**src/rtl/uart_rx_os.sv**
```systemverilog
// Oversampling 8N1 UART receiver on clk. It uses a free-running tick divider,
// a two-flop input synchronizer and centre sampling of every bit.
//
//   state    | meaning
//   ---------+-----------------------------------------------------------
//   ST_IDLE  | line idle; look for a low rxs on each tick
//   ST_START | confirm the start bit at its centre (rejects short glitches)
//   ST_DATA  | sample 8 data bits LSB-first, one per OVERSAMPLE ticks
//   ST_STOP  | sample the stop bit; publish the byte or flag a framing error
//   ST_BREAK | stop bit was low; wait for the line to return high
module uart_rx_os #(
  parameter int CLK_FREQ   = 1000000,
  parameter int BAUD_RATE  = 9600,
  parameter int OVERSAMPLE = 8
) (
  input  logic       clk,
  input  logic       rst,
  input  logic       rx,
  output logic [7:0] rx_data,
  output logic       rx_valid,
  output logic       frame_err,
  output logic       busy
);

  localparam int DIV   = CLK_FREQ / (BAUD_RATE * OVERSAMPLE);
  localparam int DIV_W = (DIV > 1) ? $clog2(DIV) : 1;
  localparam int OS_W  = $clog2(OVERSAMPLE);

  localparam logic [DIV_W-1:0] DIV_LAST   = DIV_W'(DIV - 1);
  localparam logic [OS_W-1:0]  OS_LAST    = OS_W'(OVERSAMPLE - 1);
  localparam logic [OS_W-1:0]  OS_HALF_M1 = OS_W'(OVERSAMPLE / 2 - 1);

  typedef enum logic [2:0] {
    ST_IDLE,
    ST_START,
    ST_DATA,
    ST_STOP,
    ST_BREAK
  } state_t;

  state_t           state_q, state_d;
  logic             rx_meta_q, rxs_q;
  logic [DIV_W-1:0] div_cnt_q;
  logic             tick;
  logic [OS_W-1:0]  os_q, os_d;
  logic [2:0]       bitn_q, bitn_d;
  logic [7:0]       shift_q, shift_d;
  logic [7:0]       data_q, data_d;
  logic             valid_q, valid_d;
  logic             ferr_q, ferr_d;

  // Two-flop synchronizer; resets to the idle-high line level.
  always_ff @(posedge clk) begin
    if (rst) begin
      rx_meta_q <= 1'b1;
      rxs_q     <= 1'b1;
    end else begin
      rx_meta_q <= rx;
      rxs_q     <= rx_meta_q;
    end
  end

  // Free-running sample-tick divider, cleared only by reset.
  always_ff @(posedge clk) begin
    if (rst) begin
      div_cnt_q <= '0;
    end else if (div_cnt_q == DIV_LAST) begin
      div_cnt_q <= '0;
    end else begin
      div_cnt_q <= div_cnt_q + DIV_W'(1);
    end
  end

  assign tick = (div_cnt_q == DIV_LAST);

  // Receiver state, counters, data and output pulse registers.
  always_ff @(posedge clk) begin
    if (rst) begin
      state_q <= ST_IDLE;
      os_q    <= '0;
      bitn_q  <= '0;
      shift_q <= '0;
      data_q  <= '0;
      valid_q <= 1'b0;
      ferr_q  <= 1'b0;
    end else begin
      state_q <= state_d;
      os_q    <= os_d;
      bitn_q  <= bitn_d;
      shift_q <= shift_d;
      data_q  <= data_d;
      valid_q <= valid_d;
      ferr_q  <= ferr_d;
    end
  end

  // Next-state logic; all sampling happens on ticks only.
  always_comb begin
    state_d = state_q;
    os_d    = os_q;
    bitn_d  = bitn_q;
    shift_d = shift_q;
    data_d  = data_q;
    valid_d = 1'b0;
    ferr_d  = 1'b0;
    case (state_q)
      ST_IDLE: begin
        if (tick && !rxs_q) begin
          state_d = ST_START;
          os_d    = '0;
        end
      end
      ST_START: begin
        if (tick) begin
          if (os_q == OS_HALF_M1) begin
            os_d = '0;
            if (!rxs_q) begin
              state_d = ST_DATA;
              bitn_d  = '0;
            end else begin
              state_d = ST_IDLE;
            end
          end else begin
            os_d = os_q + OS_W'(1);
          end
        end
      end
      ST_DATA: begin
        if (tick) begin
          if (os_q == OS_LAST) begin
            os_d    = '0;
            shift_d = {rxs_q, shift_q[7:1]};
            if (bitn_q == 3'd7) begin
              state_d = ST_STOP;
            end else begin
              bitn_d = bitn_q + 3'd1;
            end
          end else begin
            os_d = os_q + OS_W'(1);
          end
        end
      end
      ST_STOP: begin
        if (tick) begin
          if (os_q == OS_LAST) begin
            os_d = '0;
            if (rxs_q) begin
              data_d  = shift_q;
              valid_d = 1'b1;
              state_d = ST_IDLE;
            end else begin
              ferr_d  = 1'b1;
              state_d = ST_BREAK;
            end
          end else begin
            os_d = os_q + OS_W'(1);
          end
        end
      end
      ST_BREAK: begin
        if (tick && rxs_q) begin
          state_d = ST_IDLE;
        end
      end
      default: state_d = ST_IDLE;
    endcase
  end

  assign rx_data   = data_q;
  assign rx_valid  = valid_q;
  assign frame_err = ferr_q;
  assign busy      = (state_q != ST_IDLE);

endmodule
```
**config.mk**
```make
export PLATFORM = sky130hd
export DESIGN_NAME = uart_rx_os
export DESIGN_NICKNAME = d
export VERILOG_FILES = /design/src/rtl/uart_rx_os.sv
export SDC_FILE = /design/constraint.sdc
export NUM_CORES = 1
export LEC_CHECK = 0
export CAP_MARGIN = 40
export CORE_UTILIZATION = 55
export CTS_CLUSTER_DIAMETER = 60
export DETAILED_ROUTE_END_ITERATION = 10
export GPL_TIMING_DRIVEN = 1
export PLACE_DENSITY = 0.8
export SLEW_MARGIN = 15
export SYNTH_ARGS = -nofsm -noshare
export SYNTH_HDL_FRONTEND = slang
export SYNTH_SLANG_ARGS = --single-unit
```
**constraint.sdc**
```tcl
create_clock -name clk -period 1.9 [get_ports clk]
set_clock_uncertainty 0.05 [all_clocks]
set_input_delay 0.19 -clock clk [delete_from_list [all_inputs] [get_ports clk]]
set_output_delay 0.19 -clock clk [all_outputs]
set_load 0.1 [all_outputs]
```
==> impl_metrics.tcl, run 1 <==
set metrics [dict create \
    ys_warn_count 0 \
    rsz0062_at_grt "no" \
    whs_path_depth 1 \
    wire_per_inst_um 13.9 \
    layout_commonest_cell "dfxtp_1" \
    nets 180 \
    p_switching_uw 289 \
    clock-sinks 33 \
    cp-start-kind "flop" \
    r2r_slack_ns 0.08 \
    setup_tns_ns 0 \
    hold_buffers 0 \
    syn_area_um2 1490 \
    fin_cells 200 \
    post_cts_buffers 0 \
    synth_compound_area_frac 0.0964 \
    r2r_cells 5 \
    cellPowerDensity_nw_per_um2 773 \
    syn_nets 165 \
    ys_types 38 \
    crit_required_ns 2.08 \
    track_usage 0.212 \
    synth_xor_area_frac 0.00587 \
    drcViolationCount 0 \
    grt_pass1_vias 975 \
    synth_top_family_by_area "simple AND/OR/NAND/NOR gates" \
    endpoint_kind "flop" \
    finalHoldViolations 0 \
    synthArstFlopShare 0 \
    maxCapViolCount 0 \
    clock-root-buffer "clkbuf_4" \
    tritoncts "built" \
    grt_pass1_wl_mm 4.19 \
    p_leak_nw 0.727 \
    peakVddDrop_uv 727 \
    path_clk_slew_ns 0.10 \
    row_count 18 \
    viasPerCell 5.57 \
    grt_max_degree 16 \
    hold_path.class "reg -> reg" \
    rr_startpoint "os_q[0]" \
    synth_fa_ha_area_frac 0.0671 \
    gp_congestion 0.785 \
    synth-seq-cells 33 \
    power_frac_seq 0.533 \
    synth_edf_count 0 \
    setup_violations 0 \
    dr.pass1.iters 4 \
    htreeDepth 2 \
    layout-drive-gt1-share 0.200 \
    antennaDiodeCount 0 \
    worst_pin_slew_ns 0.353 \
    fin_crit_ns 1.82 \
    dr.first_iter.drc_count 13 \
    fin_crit_sh 0.960 \
    hold_path_startpoint "rx_meta_q" \
    cp_max_fo 3 \
    die_x_um 54.1 \
    synth_mux_area_frac 0.122 \
    clock_latency_ns 0.33 \
    power_mw 1.34 \
    ys_seq_area_frac 0.443 \
    worst_r2r_endpoint "state_q[0]" \
    cts_made_buffers 5 \
    ioPinCount 14 \
    dp.final_hpwl_mm 2.00 \
    synthFlopType "dfxtp_1" \
    die_area_um2 2930 \
    initial_utilization 0.592 \
    swShare 0.216 \
    die_y_um 54.1 \
    final_cell_mix "33 x dfxtp_1, 20 x nor2_1, 17 x mux2i_1" \
    synthToLayoutAreaGrowth_pct 15.9 \
    wl_mm 2.78 \
    relSlewSlack 0.759 \
    io_buffers 13 \
    antenna_found_initial 0 \
    finalMaxSlewViolations 0 \
    crit_arrival_ns 2.00 \
    grt_overflow_total 0 \
    vias 1113 \
    status "complete, no violations" \
    p_comb_frac 0.060 \
    syn_inst 154 \
    coreArea_um2 2520 \
    power.internal_mw 1.05 \
    p_clk_frac 0.406 \
    path_class "reg -> reg" \
    dp.cells 192 \
    yosys.area_share.simple 0.210 \
    fmax_mhz 548 \
    min_to "rxs_q" \
    ant_nets 0 \
    syn_area_per_cell_um2 9.69 \
    clock_path_buffers 2 \
]
## logic make-up after synthesis
family,after synthesis
AO/OA/AOI/OAI,22
XOR/XNOR,1
adder cells (fa/ha/maj),8
buffers and inverters,17
flip-flops,33
multiplexers,18
AND/OR/NAND/NOR,55
## synth_stat cells (all sizes together), types with 2 or more instances
cell type  count  area [um2]
nand2b         4        25.0
and3           4        25.0
o2111ai        2        17.5
or2            3        18.8
inv            5        18.8
nor2          20        75.1
buf            6        43.8
nand3b         2        15.0
o21ai          4        23.8
mux2i         17         170
a21oi         10        50.1
nand3          4        20.0
dfxtp         33         661
nand2          5        18.8
or3b           2        17.5
ha             8         100
nor3           3        15.0
clkbuf         5        18.8
and4bb         2        32.5
nor3b          2        20.0
## worst max-delay path by stage
stage | start | end | slack, ns | cells past startpoint
after floorplan | os_q[0] | state_q[0] | 0.17 | 5
after CTS | bitn_q[0] | bitn_q[0] | 0.08 | 6
after global placement | os_q[0] | state_q[0] | 0.15 | 5
after detailed placement | os_q[0] | state_q[0] | 0.10 | 5
final | os_q[0] | state_q[0] | 0.08 | 5
after global routing | bitn_q[0] | bitn_q[0] | 0.001 | 6
## worst max-delay path, stage by stage, from the launching register on
cell	delay, ns
dfxtp_1	0.34
ha_1	0.23
ha_1	0.20
or3b_1	0.37
a31oi_1	0.19
mux2_1	0.33
## metal layers
layer	vias up	routed length [um]	GRT usage
li1	564	-	-
met1	531	1340	0.237
met2	12	1310	0.366
met3	6	70	0.0593
met4	0	59	0.103
met5	-	0	0
## area by class of cell
class,instances,area (um2)
fillers,211,792
multi-input cells,104,752
flip-flops and latches,33,661
repair buffers,19,173
clock buffers,7,55.1
well taps,30,37.5
clock inverters,1,30.0
inverters,6,22.5
## power groups by stage
stage	Clock, mW	Sequential [mW]	Combinational [mW]
after floorplan	0	0.723	0.0584
after global placement	0	0.728	0.0762
after detailed placement	0	0.729	0.0801
after CTS	0.553	0.713	0.0806
after global routing	0.587	0.715	0.0877
final	0.544	0.713	0.0806
## timing repair
| item | 4_1_cts | 5_1_grt |
|---|---|---|
| resized for setup | 0 | 3 |
| endpoints found under the setup margin | 0 | 2 |
| endpoints found under the hold margin | 0 | 0 |
## registers in the layout, indices dropped and copies added (netlist names)
name / count
div_cnt_q: 4
rx_data: 8
state_q: 3
rx_valid: 1
rx_meta_q: 1
os_q: 3
frame_err: 1
bitn_q: 3
rxs_q: 1
shift_q: 8
## metrics by stage
step | utilization | setup WS [ns] | cell area (um2) | hold WS, ns
2_1_floorplan | - | 0.172 | 1490 | 0.244
3_3_place_gp | 0.650 | 0.147 | 1640 | 0.342
3_5_place_dp | 0.650 | 0.101 | 1640 | 0.349
4_1_cts | 0.684 | 0.0775 | 1730 | 0.372
5_1_grt | 0.686 | 0.00135 | 1730 | 0.367
6_report | 0.686 | 0.0758 | 1730 | 0.369
No activity file was read; power rests on OpenSTA's default activity.
==> run 2, diff against run 1 <==
--- a/config.mk
+++ b/config.mk
@@ -7,11 +7,13 @@
 export LEC_CHECK = 0
 export CAP_MARGIN = 40
 export CORE_UTILIZATION = 55
+export CTS_BUF_LIST = sky130_fd_sc_hd__clkbuf_4 sky130_fd_sc_hd__clkbuf_8
 export CTS_CLUSTER_DIAMETER = 60
 export DETAILED_ROUTE_END_ITERATION = 10
 export GPL_TIMING_DRIVEN = 1
-export PLACE_DENSITY = 0.8
+export PLACE_DENSITY = 0.74
 export SLEW_MARGIN = 15
 export SYNTH_ARGS = -nofsm -noshare
 export SYNTH_HDL_FRONTEND = slang
 export SYNTH_SLANG_ARGS = --single-unit
+export TNS_END_PERCENT = 30
==> impl_metrics.tcl, run 2 (synthesis results as in run 1) <==
set metrics [dict create \
    ant_nets 0 \
    path_delay_family "adder cells" \
    gp_congestion 0.802 \
    wl_met1_mm 1.18 \
    grt_pass1_wl_mm 4.16 \
    layout_commonest_cell "dfxtp_1" \
    fin_crit_ns 1.82 \
    fmax_mhz 549 \
    post-place-ws_ns 0.0797 \
    critPathMostFrequentCell "ha_1" \
    htreeDepth 2 \
    viasPerCell 5.64 \
    initial_utilization 0.592 \
    grt_overflow_total 0 \
    ctsResizeCount 0 \
    die_y_um 54.1 \
    row_count 18 \
    clock-root-buffer "clkbuf_4" \
    relSlewSlack 0.755 \
    fin_util 0.683 \
    wl_mm 2.65 \
    vias 1123 \
    hold_path.class "reg -> reg" \
    nets 179 \
    post_cts_buffers 0 \
    drcViolationCount 0 \
    cpPeakStageDelay_ns 0.37 \
    num-fill-cells 213 \
    tritoncts "built" \
    fin_cells 199 \
    grt_pass1_vias 992 \
    top_layer "met4" \
    final_cell_mix "33 x dfxtp_1, 20 x nor2_1, 17 x mux2i_1" \
    wire_per_inst_um 13.3 \
    cp_num_buf_inv 0 \
    dr.first_iter.drc_count 37 \
    layout_setup_ws_ns 0.0793 \
    clock-sinks 33 \
    wl_met2_mm 1.31 \
    dpl_cell_area_um2 1630 \
    io_buffers 13 \
    clock_latency_ns 0.33 \
    hold_buffers 0 \
    setup_tns_ns 0 \
    dp.cells 191 \
    crit_chain "ha_1, ha_1, or3b_1, a31oi_1, mux2_1" \
    grt_max_degree 21 \
    fin_area_um2 1720 \
    worst_pin_slew_ns 0.358 \
    fin_crit_sh 0.958 \
    crit_arrival_ns 1.99 \
    setup_violations 0 \
    maxCapViolCount 0 \
    track_usage 0.206 \
    die_area_um2 2930 \
    path_clk_slew_ns 0.10 \
    layout-drive-gt1-share 0.183 \
    finalHoldViolations 0 \
    coreArea_um2 2520 \
    status "complete, no violations" \
    p_leak_nw 0.730 \
    antennaDiodeCount 0 \
    synthToLayoutAreaGrowth_pct 15.3 \
    power_mw 1.36 \
    wl_met3_um 112 \
    cts_made_buffers 5 \
    worst_path_max_delay_cell "or3b_1" \
    ioPinCount 14 \
    path_class "reg -> reg" \
    endpoint_kind "flop" \
    antenna_found_initial 0 \
    rsz0062_at_grt "no" \
    die_x_um 54.1 \
    register_area_um2 661 \
    dr.pass1.iters 4 \
    whs_ns 0.374 \
    cp-start-kind "flop" \
    finalMaxSlewViolations 0 \
    peakVddDrop_uv 641 \
    crit_required_ns 2.07 \
    multi_input_area_um2 747 \
    dp.final_hpwl_mm 1.90 \
    clock_path_buffers 2 \
    cp_max_fo 3 \
    cellPowerDensity_nw_per_um2 787 \
]
## run 2: layer usage
layer / vias to the layer above / GRT usage
li1: 559 / -
met1: 534 / 0.228
met2: 24 / 0.356
met3: 6 / 0.0706
met4: 0 / 0.0855
met5: - / 0
## run 2: worst paths after layout
check,from,endpoint,slack [ns],cells past startpoint
min reg2reg,rx_meta_q,rxs_q,0.37,1
min,rx_meta_q,rxs_q,0.37,1
max reg2reg,os_q[0],state_q[0],0.08,5
max,os_q[0],state_q[0],0.08,5
## run 2: layout make-up
type / count / area share
flip-flops and latches: 33 / 0.384
repair buffers: 18 / 0.0959
well taps: 30 / 0.0218
clock buffers: 7 / 0.0342
inverters: 6 / 0.0131
multi-input cells: 104 / 0.434
clock inverters: 1 / 0.0174
## run 2: where the power goes
| group | total (mW) | leakage (nW) | internal, mW | switching [mW] |
|---|---|---|---|---|
| combinational | 0.0799 | 0.414 | 0.0340 | 0.0459 |
| clock | 0.562 | 0.0489 | 0.328 | 0.233 |
| sequential | 0.714 | 0.267 | 0.701 | 0.0128 |
==> run 3, diff against run 2 <==
--- a/config.mk
+++ b/config.mk
@@ -6,6 +6,7 @@
 export NUM_CORES = 1
 export LEC_CHECK = 0
 export CAP_MARGIN = 40
+export CORE_MARGIN = 2
 export CORE_UTILIZATION = 55
 export CTS_BUF_LIST = sky130_fd_sc_hd__clkbuf_4 sky130_fd_sc_hd__clkbuf_8
 export CTS_CLUSTER_DIAMETER = 60
==> impl_metrics.tcl, run 3 (synthesis results as in run 1) <==
set metrics [dict create \
    r2r_cells 5 \
    swShare 0.265 \
    setup_tns_ns 0 \
    htreeDepth 2 \
    p_switching_uw 315 \
    power_mw 1.19 \
    p_clk_frac 0.333 \
    hold_path_startpoint "rx" \
    status "complete, no violations" \
    synthToLayoutAreaGrowth_pct 13.9 \
    hold_buffers 0 \
    crit_path_start "os_q[0]" \
    crit_required_ns 2.10 \
    whs_path_depth 2 \
    setup_violations 0 \
    dp.final_hpwl_mm 1.89 \
    power.internal_uw 876 \
    vias 1108 \
    r2r_slack_ns 0.05 \
    die_area_um2 3150 \
    layout-drive-gt1-share 0.206 \
    ctsResizeCount 0 \
    layout_commonest_cell "dfxtp_1" \
    tritoncts "built" \
    clock_path_buffers 2 \
    worst_r2r_endpoint "state_q[0]" \
    fin_crit_sh 0.973 \
    wl_mm 2.66 \
    finalMaxSlewViolations 0 \
    antennaDiodeCount 0 \
    coreArea_um2 2520 \
    fmax_mhz 541 \
    endpoint_kind "flop" \
    io_buffers 13 \
    cellPowerDensity_nw_per_um2 700 \
    clock-sinks 33 \
    hold_path.class "in -> reg" \
    multi_input_area_um2 751 \
    clock_latency_ns 0.35 \
    gp_congestion 0.778 \
    post_cts_buffers 0 \
    grt_max_degree 23 \
    row_count 18 \
    p_comb_frac 0.068 \
    grt_overflow_total 0 \
    dr.first_iter.drc_count 23 \
    viasPerCell 5.54 \
    clock-root-buffer "clkbuf_4" \
    cp-start-kind "flop" \
    grt_pass1_vias 983 \
    grt_pass1_wl_mm 4.47 \
    fin_crit_ns 1.85 \
    ant_nets 0 \
    die_x_um 56.1 \
    path_clk_slew_ns 0.12 \
    fin_util 0.674 \
    register_area_um2 662 \
    finalHoldViolations 0 \
    rsz0062_at_grt "yes" \
    cts_made_buffers 5 \
    drcViolationCount 0 \
    die_y_um 56.1 \
    p_leak_nw 0.713 \
    whs_ns 0.369 \
    dr.pass1.iters 4 \
    antenna_found_initial 0 \
    min_to "rx_meta_q" \
    crit_arrival_ns 2.05 \
    track_usage 0.180 \
    wire_per_inst_um 13.3 \
    maxCapViolCount 0 \
    rr_startpoint "os_q[0]" \
    nets 180 \
    worst_pin_slew_ns 0.383 \
    cp_max_fo 3 \
    final_cell_mix "32 x dfxtp_1, 20 x nor2_1, 17 x mux2i_1" \
    path_class "reg -> reg" \
    power_frac_seq 0.599 \
    num-fill-cells 221 \
    peakVddDrop_uv 665 \
    ioPinCount 14 \
    relSlewSlack 0.738 \
    initial_utilization 0.592 \
]
## run 3: cell count changes in the layout (fill, tap and decap cells not counted)
cell,change
bufinv_16,-1
dfxtp_1,-1
ha_1,-1
dfxtp_2,+1
ha_2,+1
clkbuf_4,-1
and4b_1,-1
and4b_2,+1
clkbuf_8,-1
clkinvlp_4,+1
clkinv_2,+2
buf_4,+1
## run 3: cell type report
class,count,area share
Multi-Input combinational cell,104,0.442
Inverter,6,0.0132
Tap cell,30,0.0221
Clock buffer,5,0.0221
Clock inverter,3,0.0103
Sequential cell,33,0.389
Timing Repair Buffer,19,0.102
## run 3: critical path, cell delays in order (launching register included)
cell     delay [ns]
dfxtp_1        0.34
ha_1           0.24
ha_1           0.22
or3b_1         0.37
a31oi_1        0.19
mux2_1         0.34
## run 3: worst max path at each step
stage,cells after the start,slack (ns),endpoint
floorplan,5,0.17,state_q[0]
global placement,5,0.14,state_q[0]
detailed placement,5,0.05,state_q[0]
CTS,5,0.04,state_q[0]
global route,6,-0.02,bitn_q[0]
finish,5,0.05,state_q[0]
## run 3: routing by layer
layer,global-route usage,vias to the layer above,wire length (um)
li1,-,562,-
met1,0.224,522,1230
met2,0.282,16,1260
met3,0.0581,8,100
met4,0.0816,0,70
met5,0,-,0
## run 3: through the flow
stage | worst slack, ns | cells | cell area [um2]
after floorplan | 0.172 | 154 | 1490
after global placement | 0.138 | 192 | 1640
after detailed placement | 0.0529 | 192 | 1640
after CTS | 0.0439 | 200 | 1700
after global routing | -0.0202 | 200 | 1700
final | 0.0516 | 200 | 1700
## run 3: power by group through the flow
stage                     Sequential, mW  Clock (mW)  Combinational [mW]
after floorplan                    0.723           0              0.0584
after CTS                          0.713       0.401              0.0816
final                              0.714       0.396              0.0807
after detailed placement           0.730           0              0.0816
after global routing               0.717       0.427              0.0878
after global placement             0.729           0              0.0779
